## config.mk

```make
export PLATFORM = sky130hd
export DESIGN_NAME = twos_to_signmag_serial
export DESIGN_NICKNAME = d
export VERILOG_FILES = /design/src/rtl/twos_to_signmag_serial.sv
export SDC_FILE = /design/constraint.sdc
export NUM_CORES = 1
export LEC_CHECK = 0
export CAP_MARGIN = 10
export CORE_UTILIZATION = 40
export CTS_CLUSTER_DIAMETER = 200
export DETAILED_ROUTE_END_ITERATION = 6
export HOLD_SLACK_MARGIN = 0.03
export PLACE_DENSITY = 0.66
export RECOVER_POWER = 25
export SYNTH_ARGS = -nofsm -noshare
export SYNTH_HDL_FRONTEND = slang
export SYNTH_SLANG_ARGS = --single-unit
```

## constraint.sdc

```tcl
create_clock -name clk -period 1.3 [get_ports clk]
set_input_delay 0.26 -clock clk [delete_from_list [all_inputs] [get_ports clk]]
set_output_delay 0.26 -clock clk [all_outputs]
set_load 0.05 [all_outputs]
```

## src/rtl/twos_to_signmag_serial.sv

```systemverilog
// Bit-serial two's-complement to sign-magnitude decoder (LSB first, copy-until-first-one-then-invert).
// One word in flight at a time, with valid/ready handshakes on both sides.
module twos_to_signmag_serial #(
  parameter int WIDTH = 4
) (
  input  logic             clk,
  input  logic             rst_n,
  input  logic             in_valid,
  output logic             in_ready,
  input  logic [WIDTH-1:0] in_data,
  output logic             out_valid,
  input  logic             out_ready,
  output logic             out_sign,
  output logic [WIDTH-1:0] out_mag,
  output logic             out_minneg
);

  localparam int CW = $clog2(WIDTH + 1);
  localparam logic [CW-1:0] LAST_BIT = CW'(WIDTH - 1);
  localparam logic [WIDTH-1:0] MIN_NEG = {1'b1, {(WIDTH-1){1'b0}}};

  typedef enum logic [1:0] {IDLE, SHIFT, DONE} state_t;

  state_t           state_q, state_d;
  logic [WIDTH-1:0] shift_q, shift_d;
  logic [WIDTH-1:0] asm_q, asm_d;
  logic [CW-1:0]    cnt_q, cnt_d;
  logic             seen_q, seen_d;
  logic             sign_q, sign_d;
  logic [WIDTH-1:0] mag_q, mag_d;
  logic             minneg_q, minneg_d;

  logic             bit_b;
  logic             res_bit;
  logic [WIDTH-1:0] asm_next;

  always_ff @(posedge clk or negedge rst_n) begin
    if (!rst_n) begin
      state_q  <= IDLE;
      shift_q  <= '0;
      asm_q    <= '0;
      cnt_q    <= '0;
      seen_q   <= 1'b0;
      sign_q   <= 1'b0;
      mag_q    <= '0;
      minneg_q <= 1'b0;
    end else begin
      state_q  <= state_d;
      shift_q  <= shift_d;
      asm_q    <= asm_d;
      cnt_q    <= cnt_d;
      seen_q   <= seen_d;
      sign_q   <= sign_d;
      mag_q    <= mag_d;
      minneg_q <= minneg_d;
    end
  end

  // Bits after the first 1 of a negative operand are inverted; earlier bits pass through.
  assign bit_b    = shift_q[0];
  assign res_bit  = bit_b ^ (sign_q & seen_q);
  assign asm_next = {res_bit, asm_q[WIDTH-1:1]};

  always_comb begin
    state_d  = state_q;
    shift_d  = shift_q;
    asm_d    = asm_q;
    cnt_d    = cnt_q;
    seen_d   = seen_q;
    sign_d   = sign_q;
    mag_d    = mag_q;
    minneg_d = minneg_q;
    unique case (state_q)
      IDLE: begin
        if (in_valid) begin
          shift_d = in_data;
          sign_d  = in_data[WIDTH-1];
          seen_d  = 1'b0;
          cnt_d   = '0;
          asm_d   = '0;
          state_d = SHIFT;
        end
      end
      SHIFT: begin
        shift_d = shift_q >> 1;
        asm_d   = asm_next;
        seen_d  = seen_q | (sign_q & bit_b);
        cnt_d   = cnt_q + CW'(1);
        if (cnt_q == LAST_BIT) begin
          state_d  = DONE;
          mag_d    = asm_next;
          minneg_d = sign_q & (asm_next == MIN_NEG);
        end
      end
      DONE: begin
        if (out_ready) state_d = IDLE;
      end
      default: state_d = IDLE;
    endcase
  end

  assign in_ready   = (state_q == IDLE);
  assign out_valid  = (state_q == DONE);
  assign out_sign   = sign_q;
  assign out_mag    = mag_q;
  assign out_minneg = minneg_q;

endmodule
```

==> qor.yml, run 1 <==
clock_network:
  cts_buffer_depth: 2
  clk_pin_slew_ns: 0.10
  tritoncts: "built"
  root_buffer: "clkbuf_4"
  cts_buffers: 3
  clock_sinks: 19
  ctsHoldBuffers: 0
  clk_latency_ns: 0.29
  h-tree-depth: 1
sta:
  finalMaxSlewViolations: 0
  timing.slew.headroom: 0.679
  setup_violations: 3
  period_needed_ns: 1.37
  max_freq_mhz: 728
  fin_tns_setup_ns: -0.0976
  finalHoldViolCount: 0
  setup_ws_ns: -0.0730
  rsz0062_at_grt: "yes"
  tightest_slew_ns: 0.481
  skew_ns: 0.00205
  period_share: 1.06
pwr:
  peakVddDrop_v: 0.00127
  p_total_mw: 3.43
  power_density_mw_per_mm2: 2430
  power_leakage_nw: 0.641
final_layout:
  finalNonFillerCells: 143
  nNetsFinal: 127
  area.growth.synth_to_final_pct: 66.1
  diodes: 0
  drive_above_1_share: 0.474
setup_path:
  critPathSlowestCell: "dfrtp_1"
  cp-startpoint: "state_q[1]"
  reg2reg_to: "out_mag[1]"
  cp_num_buf_inv: 2
  worstSetupPathType: "flip-flop to output pin"
  worst-r2r-cell-count: 4
  crit_fanout: 4
  crit_required_ns: 1.04
  path_cells: "buf_6 -> nor2_4 -> buf_12"
  critPathTopFamily: "flip-flops"
  arrival_ns: 1.11
  ff2ff_setup_slack_ns: 0
  worst_path_largest_cell_delay_ns: 0.43
  rr_startpoint: "cnt_q[0]"
  start_kind: "flip-flop"
  cp-end-kind: "output pin"
run_status:
  violations: "negative setup slack"
  outcome: "finished, violations left"
route:
  wire_per_inst_um: 13.7
  vias: 724
  dr.pass1.iters: 4
  final_antenna_net_count: 0
  drt_iter0_markers: 5
  drc_errors: 0
  viasPerCell: 5.06
  routed_wl_um: 1950
place:
  place_hpwl_um: 1320
  placedCellCount: 134
  place.gp.congestion: 0.789
  port_buffers: 15
  place_ws_ns: -0.220
logic_synthesis:
  syn_inst: 77
  synth_cell_type_count: 24
  avgSynthCellArea_um2: 11.0
  synth_area_leaders: "dfrtp_1 56%, nor2b_1 4.4%, o21ai_0 4.1%"
  synth_area_leader_cell: "dfrtp_1"
  yosys_warnings: 0
  synth_area_um2: 848
  yosys.area.top_type_share: 0.560
  ys_seq_area_frac: 0.560
  synth-seq-cells: 19
  syn_nets: 87
global_route:
  groute.usage.overall: 0.175
  grt_pass1_wl_um: 2710
  grt.overflow.total: 0
  grt_pass1_vias: 609
  antenna_found_initial: 0
  grt_max_degree: 20
die:
  core_mm2: 0.00198
  fp.dieW_um: 48.1
  fp-row-count: 16
  die-area_mm2: 0.00231
  die_y_um: 48.1
  start_util: 0.428
  ios: 16
worst_hold_path:
  holdCritPathClass: "primary input to asynchronous set/reset pin"
flow_run:
  cap_violations: 0
## routing by layer
metal	routed length, um	vias up	global-route usage
met5	0	-	0
met3	53	2	0.0340
met1	893	363	0.237
li1	-	345	-
met2	995	14	0.276
met4	10	0	0.0667
## how the worst max path moves through the flow
| stage | to | cells after the start |
|---|---|---|
| after floorplan | in_ready | 2 |
| after global placement | asm_q[2] | 4 |
| after detailed placement | asm_q[2] | 4 |
| after CTS | out_valid | 3 |
| after global routing | in_ready | 3 |
| final | in_ready | 3 |
## worst register-to-register path, cell delays in order, from the launching register on
cell      delay (ns)
dfrtp_1         0.41
ha_2            0.20
ha_4            0.17
nand3b_4        0.11
mux2_4          0.31
## kinds of logic (layout without fill, tap and decap cells)
group	after synthesis	after routing	share of synthesized area
compound gates	23	23	0.176
mux	5	5	0.0649
flops	19	19	0.560
xor+xnor	1	1	0.0103
fa+ha+maj	2	2	0.0295
simple gates	22	22	0.134
buf+inv	5	44	0.0251
## sequential cells by signal, summed over array words and instances (netlist names)
name / flops
out_mag: 4
out_minneg: 1
seen_q: 1
shift_q: 4
asm_q: 3
out_sign: 1
cnt_q: 3
state_q: 2
## synth_stat cells
cell type / n
a22o_2: 1
mux2_1: 1
mux2_2: 3
dfrtp_1: 19
a21oi_1: 5
nor2b_1: 6
nand2b_1: 1
a22o_1: 2
nand3b_2: 1
buf_2: 2
o31ai_2: 1
ha_1: 2
mux2i_1: 1
o31ai_1: 1
a31oi_1: 1
or4b_1: 1
o21ai_0: 7
nor2_1: 5
xor2_1: 1
o21bai_1: 1
nand2_1: 8
o21ai_1: 1
inv_1: 3
a22oi_1: 3
## area by class of cell
cell class / count / area [um2]
Fill cell: 131 / 573
Inverter: 3 / 11.3
Tap cell: 27 / 33.8
Timing Repair Buffer: 37 / 408
Sequential cell: 19 / 478
Multi-Input combinational cell: 53 / 452
Clock buffer: 4 / 26.3
## timing repair
action	CTS	global route
resized for setup	14	17
setup endpoints to repair	7	17
pin swaps	3	5
setup buffers	3	2
## per-stage QoR
step | utilization | hold WS, ns | instance area (um2)
floorplan | - | -0.0356 | 850
global placement | 0.621 | 0.469 | 1230
detailed placement | 0.621 | 0.478 | 1230
CTS | 0.674 | 0.293 | 1340
global route | 0.711 | 0.478 | 1410
finish | 0.711 | 0.449 | 1410
## report_power, final
group	total, mW	switching [mW]	internal, mW
Clock	0.292	0.173	0.119
Combinational	2.05	0.936	1.12
Sequential	1.08	0.253	0.829
## layout by cell type, fill, tap and decap left out, types with 3 or more instances in the layout
| cell type | synthesis | routed |
|---|---|---|
| clkdlybuf4s50_1 | 0 | 6 |
| a21oi_1 | 5 | 5 |
| buf_12 | 0 | 8 |
| nor2b_1 | 6 | 5 |
| nor2_4 | 0 | 3 |
| clkbuf_4 | 0 | 3 |
| dfrtp_1 | 19 | 17 |
| o21ai_0 | 7 | 4 |
| buf_4 | 0 | 17 |
| o21ai_1 | 1 | 4 |
| mux2_4 | 0 | 4 |
| buf_6 | 0 | 4 |
| nand2_1 | 8 | 7 |
Note: power is estimated with default switching activity, not from simulation.
==> inputs of run 2 (changes only) <==
--- a/config.mk
+++ b/config.mk
@@ -12,6 +12,7 @@
 export HOLD_SLACK_MARGIN = 0.03
 export PLACE_DENSITY = 0.66
 export RECOVER_POWER = 25
+export SETUP_SLACK_MARGIN = 0.5
 export SYNTH_ARGS = -nofsm -noshare
 export SYNTH_HDL_FRONTEND = slang
 export SYNTH_SLANG_ARGS = --single-unit
==> run 2 against run 1 <==
Net effect:
- final area is 6.1% higher
- the flow still finishes with violations (negative setup slack)
- sequential power barely moved
- power increased by 7.5%
- worst hold slack worse by 0.0073 ns
- non-clock buffer count unchanged
- critical endpoint unchanged
- utilization is 4.4 points higher
==> qor.yml, run 2 (same netlist as run 1, synthesis figures left out) <==
setup_path:
  arrival_ns: 1.12  # was 1.11 ns
  worst_path_largest_cell_delay_ns: 0.46  # was 0.43 ns
  start_kind: "flip-flop"  # unchanged
  crit_required_ns: 1.04  # about the same
  path_cells: "buf_6 -> nor2_4 -> buf_12"  # unchanged
  crit_fanout: 4  # unchanged
  worstSetupPathType: "flip-flop to output pin"  # unchanged
  critPathSlowestCell: "dfrtp_2"  # was dfrtp_1
  cp-end-kind: "output pin"  # unchanged
global_route:
  grt_pass1_vias: 652  # was 609
  grt_max_degree: 20  # unchanged
  antenna_found_initial: 0  # unchanged
  grt.overflow.total: 0  # unchanged
  grt_pass1_wl_um: 2770  # was 2710 um
  groute.usage.overall: 0.183  # was 0.175
clock_network:
  clock_sinks: 19  # unchanged
  tritoncts: "built"  # unchanged
  clk_pin_slew_ns: 0.11  # was 0.10 ns
  root_buffer: "clkbuf_4"  # unchanged
  clk_latency_ns: 0.29  # about the same
  cts_buffers: 3  # unchanged
  ctsHoldBuffers: 0  # unchanged
  cts_buffer_depth: 2  # unchanged
  h-tree-depth: 1  # unchanged
sta:
  period_share: 1.06  # about the same
  max_freq_mhz: 727  # was 728 MHz
  setup_violations: 4  # was 3
  setup_ws_ns: -0.0756  # was -0.0730 ns
  tightest_slew_ns: 0.483  # was 0.481 ns
  skew_ns: 0.00509  # was 0.00205 ns
  timing.slew.headroom: 0.678  # was 0.679
  finalHoldViolCount: 0  # unchanged
  period_needed_ns: 1.38  # was 1.37 ns
  rsz0062_at_grt: "yes"  # unchanged
  finalMaxSlewViolations: 0  # unchanged
final_layout:
  final_core_util: 0.754  # was 0.711
  nNetsFinal: 127  # unchanged
  drive_above_1_share: 0.569  # was 0.474
  seqCellArea_um2: 482  # was 478 um2
  area.growth.synth_to_final_pct: 76.3  # was 66.1%
  fill_cells: 126  # was 131
  final_common_cell: "dfrtp_1"
  multi_input_area_um2: 513  # was 452 um2
  final_cell_mix: "14 x dfrtp_1, 12 x buf_4, 8 x buf_12, 8 x buf_6, 7 x o21ai_1"  # was 17 x dfrtp_1, 17 x buf_4, 8 x buf_12, 7 x nand2_1, 6 x clkdlybuf4s50_1
  diodes: 0  # unchanged
route:
  dr.pass1.iters: 4  # unchanged
  final_antenna_net_count: 0  # unchanged
  viasPerCell: 5.21  # was 5.06
  drc_errors: 0  # unchanged
  routed_wl_um: 2170  # was 1950 um
  wire_per_inst_um: 15.2  # was 13.7 um
  drt_iter0_markers: 12  # was 5
  vias: 745  # was 724
pwr:
  power_leakage_nw: 0.667  # was 0.641 nW
  power_density_mw_per_mm2: 2470  # was 2430 mW/mm2
  p_total_mw: 3.69  # was 3.43 mW
  peakVddDrop_v: 0.00153  # was 0.00127 V
die:
  fp-row-count: 16  # unchanged
  ios: 16  # unchanged
  core_mm2: 0.00198  # unchanged
  start_util: 0.428  # unchanged
  fp.dieW_um: 48.1  # unchanged
  die_y_um: 48.1  # unchanged
  die-area_mm2: 0.00231  # unchanged
worst_hold_path:
  holdCritPathClass: "primary input to asynchronous set/reset pin"  # unchanged
place:
  place_hpwl_um: 1260  # was 1320 um
  port_buffers: 15  # unchanged
  place.gp.congestion: 0.714  # was 0.789
flow_run:
  cap_violations: 0  # unchanged
run_status:
  outcome: "finished, violations left"  # unchanged
  violations: "negative setup slack"  # unchanged
[run 2: worst paths after layout]
| path | startpoint | end | slack [ns] | depth (start not counted) |
|---|---|---|---|---|
| worst max-delay path | state_q[1] | in_ready | -0.08 | 3 |
| worst min-delay path | rst_n | out_mag[3] | 0.44 | 2 |
| worst max register to register | state_q[0] | asm_q[3] | -0.01 | 6 |
| worst min register to register | cnt_q[2] | cnt_q[2] | 0.52 | 2 |
| max in group asynchronous | rst_n | state_q[0] | 0.50 | 2 |
| min in group clk | in_valid | seen_q | 0.51 | 4 |
[run 2: critical path, delay by kind of cell (launching register included)]
| kind | cells | cell delay, ns |
|---|---|---|
| buffers and inverters | 2 | 0.27 |
| DFF | 1 | 0.46 |
| and+or+nand+nor | 1 | 0.09 |
[run 2: per-layer routing]
| layer | share of wire | track usage |
|---|---|---|
| met5 | 0 | 0 |
| met4 | 0.012 | 0.0833 |
| met3 | 0.030 | 0.0491 |
| met2 | 0.57 | 0.308 |
| met1 | 0.39 | 0.215 |
[run 2: area by class of cell]
| type | count | area share |
|---|---|---|
| Multi-Input combinational cell | 53 | 0.343 |
| Timing Repair Buffer | 37 | 0.287 |
| Sequential cell | 19 | 0.322 |
| Inverter | 3 | 0.00753 |
| Tap cell | 27 | 0.0226 |
| Clock buffer | 4 | 0.0176 |
[run 2: timing repair]
| action | in CTS | in global routing |
|---|---|---|
| pin swaps | 8 | 4 |
| gates resized for setup | 14 | 21 |
| hold endpoints to repair | 0 | 0 |
| endpoints found under the setup margin | 27 | 27 |
| setup buffers | 7 | 6 |
[run 2: through the flow]
step / setup WS [ns] / cell area, um2 / TNS (ns) / std cells / hold slack, ns
detailed placement: -0.154 / 1260 / -0.963 / 126 / 0.481
CTS: -0.0865 / 1380 / -0.134 / 137 / 0.300
floorplan: 0.0446 / 948 / 0 / 77 / -0.0356
finish: -0.0756 / 1500 / -0.107 / 143 / 0.442
global placement: -0.130 / 1260 / -0.632 / 126 / 0.469
global route: -0.117 / 1500 / -0.504 / 143 / 0.470
[run 2: where the power goes]
| group | total, mW | switching (mW) | internal, mW | leakage [nW] |
|---|---|---|---|---|
| logic | 2.30 | 1.07 | 1.23 | 0.412 |
| registers | 1.08 | 0.249 | 0.835 | 0.239 |
| clock network | 0.300 | 0.181 | 0.119 | 0.0150 |
| total | 3.69 | 1.50 | 2.19 | 0.667 |
==> inputs of run 3 (changes only) <==
--- a/config.mk
+++ b/config.mk
@@ -8,6 +8,7 @@
 export CAP_MARGIN = 10
 export CORE_UTILIZATION = 40
 export CTS_CLUSTER_DIAMETER = 200
+export CTS_CLUSTER_SIZE = 30
 export DETAILED_ROUTE_END_ITERATION = 6
 export HOLD_SLACK_MARGIN = 0.03
 export PLACE_DENSITY = 0.66
==> results of run 3 <==
No change in the layout: final DEF, timing and power equal those of run 2.
